<file path="config.mk">
export PLATFORM = sky130hd
export DESIGN_NAME = wb_select_stage
export DESIGN_NICKNAME = d
export VERILOG_FILES = /design/src/rtl/wb_pkg.sv /design/src/rtl/wb_class_encoder.sv /design/src/rtl/wb_select_stage.sv
export SDC_FILE = /design/constraint.sdc
export NUM_CORES = 1
export LEC_CHECK = 0
export BUFFER_PORTS_ARGS = -buffer_cell sky130_fd_sc_hd__buf_2
export CORE_ASPECT_RATIO = 0.8
export CORE_MARGIN = 2
export CORE_UTILIZATION = 50
export CTS_CLUSTER_SIZE = 28
export DETAILED_ROUTE_END_ITERATION = 10
export GPL_TIMING_DRIVEN = 0
export PLACE_DENSITY = 0.84
export SLEW_MARGIN = 0
export SYNTH_ARGS = -nofsm -noshare
export SYNTH_HDL_FRONTEND = slang
export SYNTH_SLANG_ARGS = --single-unit
</file>
<file path="constraint.sdc">
create_clock -name clk -period 2.34 [get_ports clk]
set_clock_uncertainty 0.05 [all_clocks]
set_input_delay 0.234 -clock clk [delete_from_list [all_inputs] [get_ports clk]]
set_output_delay 0.234 -clock clk [all_outputs]
set_load 0.02 [all_outputs]
</file>
<file path="src/rtl/wb_pkg.sv">
// Shared writeback-select definitions for the MEM/WB stage and the hazard unit.
// Select codes match the input order of the writeback 4:1 data mux.
package wb_pkg;

    localparam int WB_DATA_W = 32;
    localparam int WB_REG_AW = 5;

    typedef logic [1:0] wb_sel_t;

    localparam wb_sel_t WB_SEL_MEM   = 2'b00;
    localparam wb_sel_t WB_SEL_JUMP  = 2'b01;
    localparam wb_sel_t WB_SEL_AUIPC = 2'b10;
    localparam wb_sel_t WB_SEL_LUI   = 2'b11;

endpackage

</file>
<file path="src/rtl/wb_class_encoder.sv">
// Instruction-class flags to writeback select code (lui > auipc > jump > load).
// multi_o flags an illegal combination of two or more class flags.
module wb_class_encoder
    import wb_pkg::*;
(
    input  logic       is_load_i,
    input  logic       is_jump_i,
    input  logic       is_auipc_i,
    input  logic       is_lui_i,
    output logic [1:0] sel_o,
    output logic       multi_o
);

    logic [2:0] n_flags;

    always_comb begin
        sel_o = WB_SEL_MEM;
        if (is_lui_i) begin
            sel_o = WB_SEL_LUI;
        end else if (is_auipc_i) begin
            sel_o = WB_SEL_AUIPC;
        end else if (is_jump_i) begin
            sel_o = WB_SEL_JUMP;
        end
    end

    always_comb begin
        n_flags = 3'(is_load_i) + 3'(is_jump_i)
                + 3'(is_auipc_i) + 3'(is_lui_i);
        multi_o = (n_flags > 3'd1);
    end

endmodule

</file>
<file path="src/rtl/wb_select_stage.sv">
// MEM/WB stage register with writeback-source select and resolved data.
// Optional retire counter enabled by defining WB_RETIRE_CNT_EN.
module wb_select_stage
    import wb_pkg::*;
#(
    parameter int DATA_W = WB_DATA_W,
    parameter int REG_AW = WB_REG_AW
) (
    input  logic              clk,
    input  logic              rst_n,
    input  logic              stall_i,
    input  logic              flush_i,
    input  logic              in_valid_i,
    input  logic              is_load_i,
    input  logic              is_jump_i,
    input  logic              is_auipc_i,
    input  logic              is_lui_i,
    input  logic              reg_write_i,
    input  logic [REG_AW-1:0] rd_i,
    input  logic [DATA_W-1:0] mem_data_i,
    input  logic [DATA_W-1:0] pc_plus4_i,
    input  logic [DATA_W-1:0] auipc_res_i,
    input  logic [DATA_W-1:0] imm_u_i,
    output logic [1:0]        wb_sel_o,
    output logic [DATA_W-1:0] wb_a_o,
    output logic [DATA_W-1:0] wb_b_o,
    output logic [DATA_W-1:0] wb_c_o,
    output logic [DATA_W-1:0] wb_d_o,
    output logic [DATA_W-1:0] wb_data_o,
    output logic              wb_valid_o,
    output logic              wb_reg_write_o,
    output logic [REG_AW-1:0] wb_rd_o,
    output logic              wb_err_o
`ifdef WB_RETIRE_CNT_EN
    ,
    output logic [31:0]       wb_retired_o
`endif
);

    logic [1:0]        sel_in;
    logic              multi_in;
    logic [DATA_W-1:0] data_in;
    logic              capture;

    logic              valid_q, valid_d;
    logic              rw_q, rw_d;
    logic [1:0]        sel_q, sel_d;
    logic [REG_AW-1:0] rd_q, rd_d;
    logic [DATA_W-1:0] a_q, a_d, b_q, b_d, c_q, c_d, d_q, d_d;
    logic [DATA_W-1:0] data_q, data_d;
    logic              err_q, err_d;

    wb_class_encoder u_enc (
        .is_load_i  (is_load_i),
        .is_jump_i  (is_jump_i),
        .is_auipc_i (is_auipc_i),
        .is_lui_i   (is_lui_i),
        .sel_o      (sel_in),
        .multi_o    (multi_in)
    );

    // Resolve from the raw inputs so the output is a plain flop.
    always_comb begin
        unique case (sel_in)
            WB_SEL_JUMP:  data_in = pc_plus4_i;
            WB_SEL_AUIPC: data_in = auipc_res_i;
            WB_SEL_LUI:   data_in = imm_u_i;
            default:      data_in = mem_data_i;
        endcase
    end

    assign capture = !flush_i && !stall_i;

    always_comb begin
        valid_d = valid_q;
        rw_d    = rw_q;
        sel_d   = sel_q;
        rd_d    = rd_q;
        a_d     = a_q;
        b_d     = b_q;
        c_d     = c_q;
        d_d     = d_q;
        data_d  = data_q;
        err_d   = err_q;
        if (flush_i) begin
            valid_d = 1'b0;
            rw_d    = 1'b0;
            sel_d   = WB_SEL_MEM;
            rd_d    = '0;
            a_d     = '0;
            b_d     = '0;
            c_d     = '0;
            d_d     = '0;
            data_d  = '0;
        end else if (!stall_i) begin
            valid_d = in_valid_i;
            rw_d    = in_valid_i && reg_write_i && (rd_i != '0);
            sel_d   = sel_in;
            rd_d    = rd_i;
            a_d     = mem_data_i;
            b_d     = pc_plus4_i;
            c_d     = auipc_res_i;
            d_d     = imm_u_i;
            data_d  = data_in;
            err_d   = err_q || (in_valid_i && multi_in);
        end
    end

    always_ff @(posedge clk) begin
        if (!rst_n) begin
            valid_q <= 1'b0;
            rw_q    <= 1'b0;
            sel_q   <= WB_SEL_MEM;
            rd_q    <= '0;
            a_q     <= '0;
            b_q     <= '0;
            c_q     <= '0;
            d_q     <= '0;
            data_q  <= '0;
            err_q   <= 1'b0;
        end else begin
            valid_q <= valid_d;
            rw_q    <= rw_d;
            sel_q   <= sel_d;
            rd_q    <= rd_d;
            a_q     <= a_d;
            b_q     <= b_d;
            c_q     <= c_d;
            d_q     <= d_d;
            data_q  <= data_d;
            err_q   <= err_d;
        end
    end

    assign wb_valid_o     = valid_q;
    assign wb_reg_write_o = rw_q;
    assign wb_sel_o       = sel_q;
    assign wb_rd_o        = rd_q;
    assign wb_a_o         = a_q;
    assign wb_b_o         = b_q;
    assign wb_c_o         = c_q;
    assign wb_d_o         = d_q;
    assign wb_data_o      = data_q;
    assign wb_err_o       = err_q;

`ifdef WB_RETIRE_CNT_EN
    logic [31:0] retired_q, retired_d;

    always_comb begin
        retired_d = retired_q;
        if (capture && in_valid_i) begin
            retired_d = retired_q + 32'd1;
        end
    end

    always_ff @(posedge clk) begin
        if (!rst_n) begin
            retired_q <= '0;
        end else begin
            retired_q <= retired_d;
        end
    end

    assign wb_retired_o = retired_q;
`else
    logic unused_capture;
    assign unused_capture = capture;
`endif

endmodule

</file>
Word-level counts from Yosys, hierarchy flattened --
Cells that the tools add are included.
Word-level totals: flip-flop bits (word level) 170, word-level logic and storage cells 31, input bits 143, output and inout bits 170
Operators by class: order comparisons 1, mux-type cells 4, reductions and logical operators 7, bitwise logic cells 3, equal/unequal tests 3, $add $sub $neg 3
Operators by type and width (number):
- 32-bit case mux with 3 select lines | 1
- 3-bit by 1-bit adder with 3-bit output | 2
- 5-bit nonzero test | 1
- 2-bit equality test (second input constant) | 2
- 2-bit two-way mux | 2
- 3-bit by 1-bit greater-than comparator with 1-bit output (second input constant) | 1
- 1-bit logical AND | 3
- 1-bit inverter | 3
- 1-bit by 1-bit adder with 2-bit output | 1
- 2-bit by 1-bit equality test with 1-bit output (second input constant) | 1
- 2-bit AND reduction | 1
- 2-bit OR reduction | 1
- 1-bit logical OR | 1
- 1-bit two-way mux | 1

Depth between registers and ports, before layout --
Gate-level depths: netlist of the first run.
word-level depth 6, gate-level depth with buffers 5, gate-level depth less buffers 5

Modules after synthesis --
From an unflattened synthesis of the first run, not the netlist that was laid out.
Second synthesis, totals: cell total of the unflattened synthesis 643, area, all modules 6810.3 um2
Modules (own cells, without submodules):
- wb_select_stage | area each 6761.5 um2, cells each 635, times used 1, sequential area each 3403.3 um2
- wb_class_encoder | area each 48.8 um2, cells each 8, times used 1, sequential area each 0.0 um2

Worst setup path after synthesis of the first run --
Ideal clock, no wire load.
path kind input -> register, start point in is_load_i, end point reg err_q, in the netlist wb_err_o, stages on the path 5, data required time 2175 ps, path buffers 0, data arrival time 1207 ps, path slack 968 ps, cell sequence ha_1 > ha_1 > a211oi_1 > nor3b_1 > o21a_1
Between the ends: longest elaborated chain between the ends 6
RTL lines:
- start, declared | line wb_select_stage.sv:14 | input logic is_load_i,
- 1-bit by 1-bit adder with 2-bit output | line wb_class_encoder.sv:28 | n_flags = 3'(is_load_i) + 3'(is_jump_i)
- 3-bit by 1-bit adder with 3-bit output (2 in series) | line wb_class_encoder.sv:29 | + 3'(is_auipc_i) + 3'(is_lui_i);
- 3-bit by 1-bit greater-than comparator with 1-bit output | line wb_class_encoder.sv:30 | multi_o = (n_flags > 3'd1);
- 1-bit logical AND | line wb_select_stage.sv:105 | err_d = err_q || (in_valid_i && multi_in);
- 1-bit logical OR | line wb_select_stage.sv:105
- end signal, assigned | line wb_select_stage.sv:131 | err_q <= err_d;
- end, declared | line wb_select_stage.sv:51 | logic err_q, err_d;
Every way passes these cells. A chain may end at the register's enable or synchronous reset.

Final worst setup path of the first run --
start point in is_auipc_i, end point reg data_q[15], in the netlist wb_data_o[15]
Between the ends: longest elaborated chain between the ends 4, elaborated cells on any way between the ends 6, classes of those cells eq/ne (3); mux (3)
RTL lines:
- start, declared | line wb_select_stage.sv:16 | input logic is_auipc_i,
- 2-bit two-way mux * | line wb_class_encoder.sv:20 | end else if (is_auipc_i) begin
- 2-bit two-way mux * | line wb_class_encoder.sv:18 | if (is_lui_i) begin
- 2-bit equality test / 2-bit by 1-bit equality test with 1-bit output (equally long branches) | line wb_select_stage.sv:64 | unique case (sel_in)
- 32-bit case mux with 3 select lines * | line wb_select_stage.sv:64
- end signal, assigned | line wb_select_stage.sv:130 | data_q <= data_d;
- end, declared | line wb_select_stage.sv:50 | logic [DATA_W-1:0] data_q, data_d;
Mark *: on every way between the ends. The rest lies on a longest branch, timed or not.

==> qor.txt, run 1 <==
Status: finished clean
Drt pass-1 iters: 7
Avg Cell Area, Syn: 9.978 um^2
I/O Buffers: 312
Yosys reg bits: 170
Worst r2r path cells: 2
Max_cap viols: 0
Critical Path Max Stage Delay: 0.58 ns
DRC: 0
Initial antenna violation count: 1
Cells along the critical path: buf_2 -> buf_2 -> clkbuf_1 -> a21oi_1 -> a221oi_1 -> a221o_1
Die area: 14,550 um^2
Worst-path clk slew: 0.07 ns
Final hold violations: 0
CTS sink count: 170
Part of the Yosys area used for sequential elements: 50.08%
Share of cells above drive strength 1: 36.55%
Post-synthesis compound-gate area fraction: 11.62%
Synth unique cells: 31
# hold bufs at CTS: 1
Placed inst area: 8582 um^2
Synth Area in XOR/XNOR: 0%
Sw Share: 28.59%
Post CTS Setup Buffer Count: 0
Adder-cell share of the synthesized area: 0.3683%
Cts repair resizes: 0
Placer Congestion: 0.9220
Final WL: 25,430 um
Warnings from Yosys: 0
Hold Crit Class: input pin to register
Final #Nets: 1,159
Mapped Nets: 826
Fill count: 1,099
Pint: 4.866 mW
Worst Setup End Kind: register
Critical path class: input pin to register
Root buffer cell: clkbuf_16
Vias/cell: 5.623
Slew Viols, Final: 0
Vias in the first global route: 6,428
Worst Hold Depth: 2
Largest net degree at the start of global routing: 18
Data arrival, critical path: 2.07 ns
Final setup fails: 0
Simple-Gate Fraction of Synth Area: 13.59%
ANT nets after route: 0
Clk buf depth: 2
Synth top area share: 50.08%
First-pass GRT wire length: 36,720 um
Flop pwr share: 44.7%
Fin crit share: 75.10%
LEAKAGE: 4.617 nW
Main combinational cell family by area after synthesis: multiplexers
Syn Std Cell Area: 6795 um^2
Final instance area: 9183 um^2
RSZ-0062 raised after global routing: false
Worst vdd ir: 0.0006030 V
Standard-cell rows: 38
Crit path required time: 2.66 ns
CP most frequent cell: buf_2
H-tree levels: 4
Num CTS Buffers: 17
Worst-Margin Slew: 0.6979 ns
Num ports: 313
Area growth, synth to finish: 35.13%
Initial core utilization: 50.68%
DR WL/cell: 21.07 um
Max FO, Critical Path: 10
TritonCTS clock tree: done
Clk pwr share: 41.2%
Synth area leaders: dfxtp_1, mux2i_1, nor2_1
Critical path startpoint category: input pin
Fmax: 0.5691 GHz
Vias: 6,787
Post-DP HPWL: 19,580 um
Core area: 13,410 um^2
Post-synth top area cell: dfxtp_1
Post-layout min period: 1.757 ns
Initial DRC count: 610
Clock Latency Late Sink: 0.42 ns
Total grt overflow: 0
Total track usage: 34.12%
Rel. slew slack: 53.47%
Die width: 134.3 um
TNS Setup: 0 ns
Cell count after synthesis: 681
Critical Path Slowest Stage Cell: a221oi_1
Combinational power share: 14.1%
Mux share of post-synthesis cell area: 19.59%
Die H: 108.3 um
Net Switching: 1.948 mW
PwrDens: 742.1 nW/um^2
power groups by stage:
stage               registers, mW  clock network, mW  logic, mW
floorplan                    3.24                  0      0.391
detailed placement           3.11                  0      0.943
finish                       3.05               2.81      0.961
CTS                          3.05               2.81      0.948
global placement             3.10                  0      0.928
global route                 3.06               2.94       1.02
final cells by class:
cell class,count,area (um^2),share of cell area (%)
tap,180,225.2,2.453
inverter,14,52.55,0.5723
multi-input combinational,439,3069,33.42
buffer,58,270.3,2.943
clock inverter,14,152.6,1.662
sequential,170,3403,37.06
antenna,1,2.502,0.02725
timing repair buffer,314,1582,17.22
clock buffer,17,425.4,4.633
worst max-delay path, delay by kind of cell:
kind	cells	cell delay (ns)
buffers and inverters	3	0.90
AOI/OAI and AO/OA	3	0.93
Yosys cell counts:
| cell type | number |
|---|---|
| ha_1 | 2 |
| nor2_1 | 138 |
| a32oi_1 | 6 |
| mux2i_1 | 133 |
| o2111ai_1 | 1 |
| a21oi_1 | 14 |
| nor3b_1 | 1 |
| clkinv_1 | 1 |
| a221oi_1 | 12 |
| o21ai_0 | 15 |
| buf_4 | 6 |
| nand2b_1 | 8 |
| nand3b_1 | 32 |
| o21a_1 | 1 |
| a221o_1 | 12 |
| clkbuf_1 | 16 |
| nand3_1 | 1 |
| buf_2 | 24 |
| a211oi_1 | 2 |
| inv_1 | 13 |
| a31oi_1 | 6 |
| buf_1 | 12 |
| o221ai_1 | 20 |
| or4_1 | 1 |
| a41oi_1 | 14 |
| or4_4 | 1 |
| dfxtp_1 | 170 |
| nand2_1 | 15 |
| nor2b_1 | 2 |
| nor2_2 | 1 |
| or3b_1 | 1 |
routing by layer:
metal | global-route usage, % | vias to the layer above | wire [um]
li1 | - | 3093 | -
met1 | 43.68 | 3224 | 10270
met2 | 56.05 | 432 | 11920
met3 | 9.845 | 38 | 2731
met4 | 10.75 | 0 | 501
met5 | 0 | - | 0
sequential cells by signal (all words and copies together) (netlist names):
register,cells
wb_c_o,32
wb_valid_o,1
wb_sel_o,2
wb_d_o,32
wb_data_o,32
wb_rd_o,5
wb_err_o,1
wb_b_o,32
wb_a_o,32
wb_reg_write_o,1
path summary, 6_finish.rpt:
| path | end | startpoint | slack, ns |
|---|---|---|---|
| max | wb_data_o[15]$_SDFFE_PP0N_ | is_auipc_i | 0.58 |
| min | wb_data_o[9]$_SDFFE_PP0N_ | mem_data_i[9] | 0.008 |
| max reg2reg | wb_data_o[30]$_SDFFE_PP0N_ | wb_data_o[30]$_SDFFE_PP0N_ | 1.52 |
| min reg2reg | wb_err_o$_SDFFE_PN0P_ | wb_err_o$_SDFFE_PN0P_ | 0.42 |
cell usage in the layout, fill, tap and decap left out, types with 2 or more instances in the layout:
master	instances
nor2b_1	2
inv_6	6
buf_1	12
o21ai_0	15
nand2_1	15
o221ai_1	20
ha_1	2
clkinvlp_4	2
inv_8	3
a221o_1	12
clkbuf_1	16
clkbuf_16	17
nand3b_1	32
a32oi_1	6
nand2b_1	8
mux2i_1	133
a31oi_1	6
a221oi_1	12
nor2_1	138
inv_1	13
dlygate4sd3_1	2
a211oi_1	2
a41oi_1	14
buf_2	336
a21oi_1	14
dfxtp_1	170
buf_4	6
logic make-up (layout without fill, tap and decap cells):
| group | after synthesis | in the layout |
|---|---|---|
| AND/OR/NAND/NOR | 201 | 201 |
| adder cells (fa/ha/maj) | 2 | 2 |
| other | 0 | 1 |
| AO/OA/AOI/OAI | 103 | 103 |
| buffers and inverters | 72 | 417 |
| flip-flops | 170 | 170 |
| multiplexers | 133 | 133 |
per-stage QoR:
step	cells	hold WS [ns]	power, mW	setup WS (ns)	util (%)
CTS	1205	0.001663	6.801	0.6172	68.39
floorplan	681	0.3017	3.628	0.9683	-
detailed placement	1173	0.4068	4.054	0.1931	64.01
finish	1207	0.007951	6.814	0.5828	68.49
global placement	1173	0.3956	4.033	0.2428	64.01
global route	1207	0.004979	7.014	0.5228	68.49
Power figures use the tool's default switching activity.
==> run 2, diff against run 1 <==
Settings changed: ABC_AREA from default to 1, CORE_UTILIZATION 50 to 47, PLACE_DENSITY 0.84 to 0.79.
Clock period 2.34 ns to 1.78 ns, I/O delays scaled along.
==> run 2 against run 1 <==
Die area grew 7.9%. Power grew 36%. Register-to-register slack lost 0.50 ns. Worst setup slack lost 0.45 ns. Utilization grew 5.2 points. Hold slack gained 0.0089 ns. Synthesized cell count grew 39%. Global-route usage grew 3.3 points. Highest routed layer unchanged. Final cell count grew 33%. Sequential share of layout area shrank 4.9 points. Sequential cell count is the same.
==> qor.txt, run 2 <==
EDFF count, synth: 0
H-tree levels: 4
Syn Std Cell Area: 6910 um^2
CTS sink count: 170
Warnings from Yosys: 0
Part of the Yosys area used for sequential elements: 49.25%
Worst Setup End Kind: register
Post-synthesis compound-gate area fraction: 17.13%
Final WL: 30,320 um
Simple-Gate Fraction of Synth Area: 26.05%
Final Total Pwr: 9.239 mW
Clock Latency Late Sink: 0.43 ns
Fin crit share: 92.62%
Placed inst area: 8702 um^2
Initial DRC count: 908
First-pass GRT wire length: 45,400 um
Synth Area in XOR/XNOR: 0%
Die area: 15,690 um^2
Total track usage: 37.45%
DRC: 0
Worst-path clk slew: 0.06 ns
Avg Cell Area, Syn: 7.305 um^2
DR WL/cell: 18.92 um
Routed length on met1: 12,380 um
Worst-Margin Slew: 0.6346 ns
Post-DP HPWL: 21,400 um
Vias: 8,628
Post CTS Setup Buffer Count: 0
Main combinational cell family by area after synthesis: simple AND/OR/NAND/NOR gates
Core area: 14,350 um^2
Initial antenna violation count: 0
Met2 WL: 13,850 um
RSZ-0062 raised after global routing: false
Leading cell type in the layout, fill and taps excluded: buf_2
Status: finished clean
Ys flop type: dfxtp_1
Largest net degree at the start of global routing: 17
Synth unique cells: 22
Post-synth top area cell: dfxtp_1
TritonCTS clock tree: done
Root buffer cell: clkbuf_16
Final #Nets: 1,552
Fmax: 0.6065 GHz
Post-layout min period: 1.649 ns
Crit path required time: 2.02 ns
Clk buf depth: 2
Rel. slew slack: 57.69%
Synth top area share: 49.25%
Final core occ: 73.70%
Synth cell count leaders: nand2_1, dfxtp_1, a21oi_1
Critical path startpoint category: input pin
Placer Congestion: 0.9561
Worst vdd ir: 0.0007347 V
Most frequent cells in the layout: buf_2, nand2_1, dfxtp_1
Num CTS Buffers: 17
Max FO, Critical Path: 10
Max_cap viols: 0
Final setup fails: 0
LEAKAGE: 5.145 nW
Cell with the most instances after synthesis: nand2_1
Vias/cell: 5.386
Share of cells above drive strength 1: 28.77%
Drt pass-1 iters: 8
Area growth, synth to finish: 53.01%
Num ports: 313
Initial core utilization: 48.17%
Standard-cell rows: 39
Mapped Nets: 1,091
Yosys reg bits: 170
Total grt overflow: 0
Final instance area: 10,570 um^2
Die H: 112.5 um
Critical path class: input pin to register
TNS Setup: 0 ns
Data arrival, critical path: 1.89 ns
ANT nets after route: 0
Slew Viols, Final: 0
Mux share of post-synthesis cell area: 0%
Vias in the first global route: 8,266
Synth area leaders: dfxtp_1, nand2_1, a21oi_1
Adder-cell share of the synthesized area: 0.3621%
I/O Buffers: 312
Die width: 139.6 um
Cell count after synthesis: 946
PwrDens: 873.8 nW/um^2
Highest metal layer with signal wires: met4
N_diodes: 0
Post-synth ARST share: 0%
Hold Crit Class: input pin to register
Final hold violations: 0
WL met3: 3095 um
-- run 2: cell types whose count changed after synthesis, moves of 26 or more --
cell      previous run  this run
nand2_1             15       243
a21oi_1             14       148
mux2i_1            133         0
nand3_1              1        79
o21ai_0             15        58
nand3b_1            32         0
nor2_1             138       112
-- run 2: path summary, 6_finish.rpt --
path                            cells past startpoint  slack, ns                      end                    start
worst max-delay path                                8       0.13  wb_c_o[23]$_SDFFE_PP0N_                    rst_n
worst min-delay path                                3       0.02   wb_c_o[0]$_SDFFE_PP0N_           auipc_res_i[0]
worst max register to register                      2       1.02  wb_b_o[20]$_SDFFE_PP0N_  wb_b_o[20]$_SDFFE_PP0N_
worst min register to register                      2       0.40    wb_err_o$_SDFFE_PN0P_    wb_err_o$_SDFFE_PN0P_
-- run 2: through the flow --
stage | hold slack [ns] | worst slack, ns | cells
5_1_grt | 0.01961 | 0.004842 | 1602
4_1_cts | 0.004648 | 0.004607 | 1602
2_1_floorplan | 0.2383 | 0.6927 | 946
3_5_place_dp | 0.3471 | 0.1368 | 1442
3_3_place_gp | 0.3485 | 0.1565 | 1442
6_report | 0.01690 | 0.1313 | 1602
-- run 2: area by class of cell --
class                      count  area (um^2)
buffer                        75        390.4
clock buffer                  22        474.2
clock inverter                 8        95.09
fill                        1100         3772
inverter                      29        108.9
multi-input combinational    672         3009
sequential                   170         3403
tap                          184        230.2
timing repair buffer         442         2863
-- run 2: per-layer routing --
metal  vias up  global-route usage, %
li1       4034                      -
met1      3917                  47.51
met2       582                  61.76
met3        95                  10.07
met4         0                  13.60
met5         -                      0
-- run 2: kinds of logic (layout without fill, tap and decap cells) --
| group | count (synthesis) | count (layout) |
|---|---|---|
| flops | 170 | 170 |
| compound gates | 226 | 226 |
| buf+inv | 104 | 576 |
| simple gates | 444 | 444 |
| fa+ha+maj | 2 | 2 |
-- run 2: critical path, stage by stage --
cell and delay, ns:
dlygate4sd3_1 0.53, buf_2 0.12, inv_1 0.06, nor2_2 0.05, inv_2 0.16, buf_2 0.29
clkbuf_1 0.40, a21oi_1 0.08
-- run 2: power breakdown --
group	internal [mW]	leakage, nW	total [mW]	switching [mW]
registers	3.95	1.39	4.02	0.0738
logic	0.620	3.48	1.56	0.941
clock network	2.15	0.278	3.66	1.50
total	6.72	5.15	9.24	2.52
-- run 2: repair_timing --
| item | 4_1_cts | 5_1_grt |
|---|---|---|
| hold buffers | 130 | 0 |
| gates resized for setup | 0 | 2 |
| setup endpoints to repair | 0 | 10 |
| hold endpoints to repair | 130 | 0 |
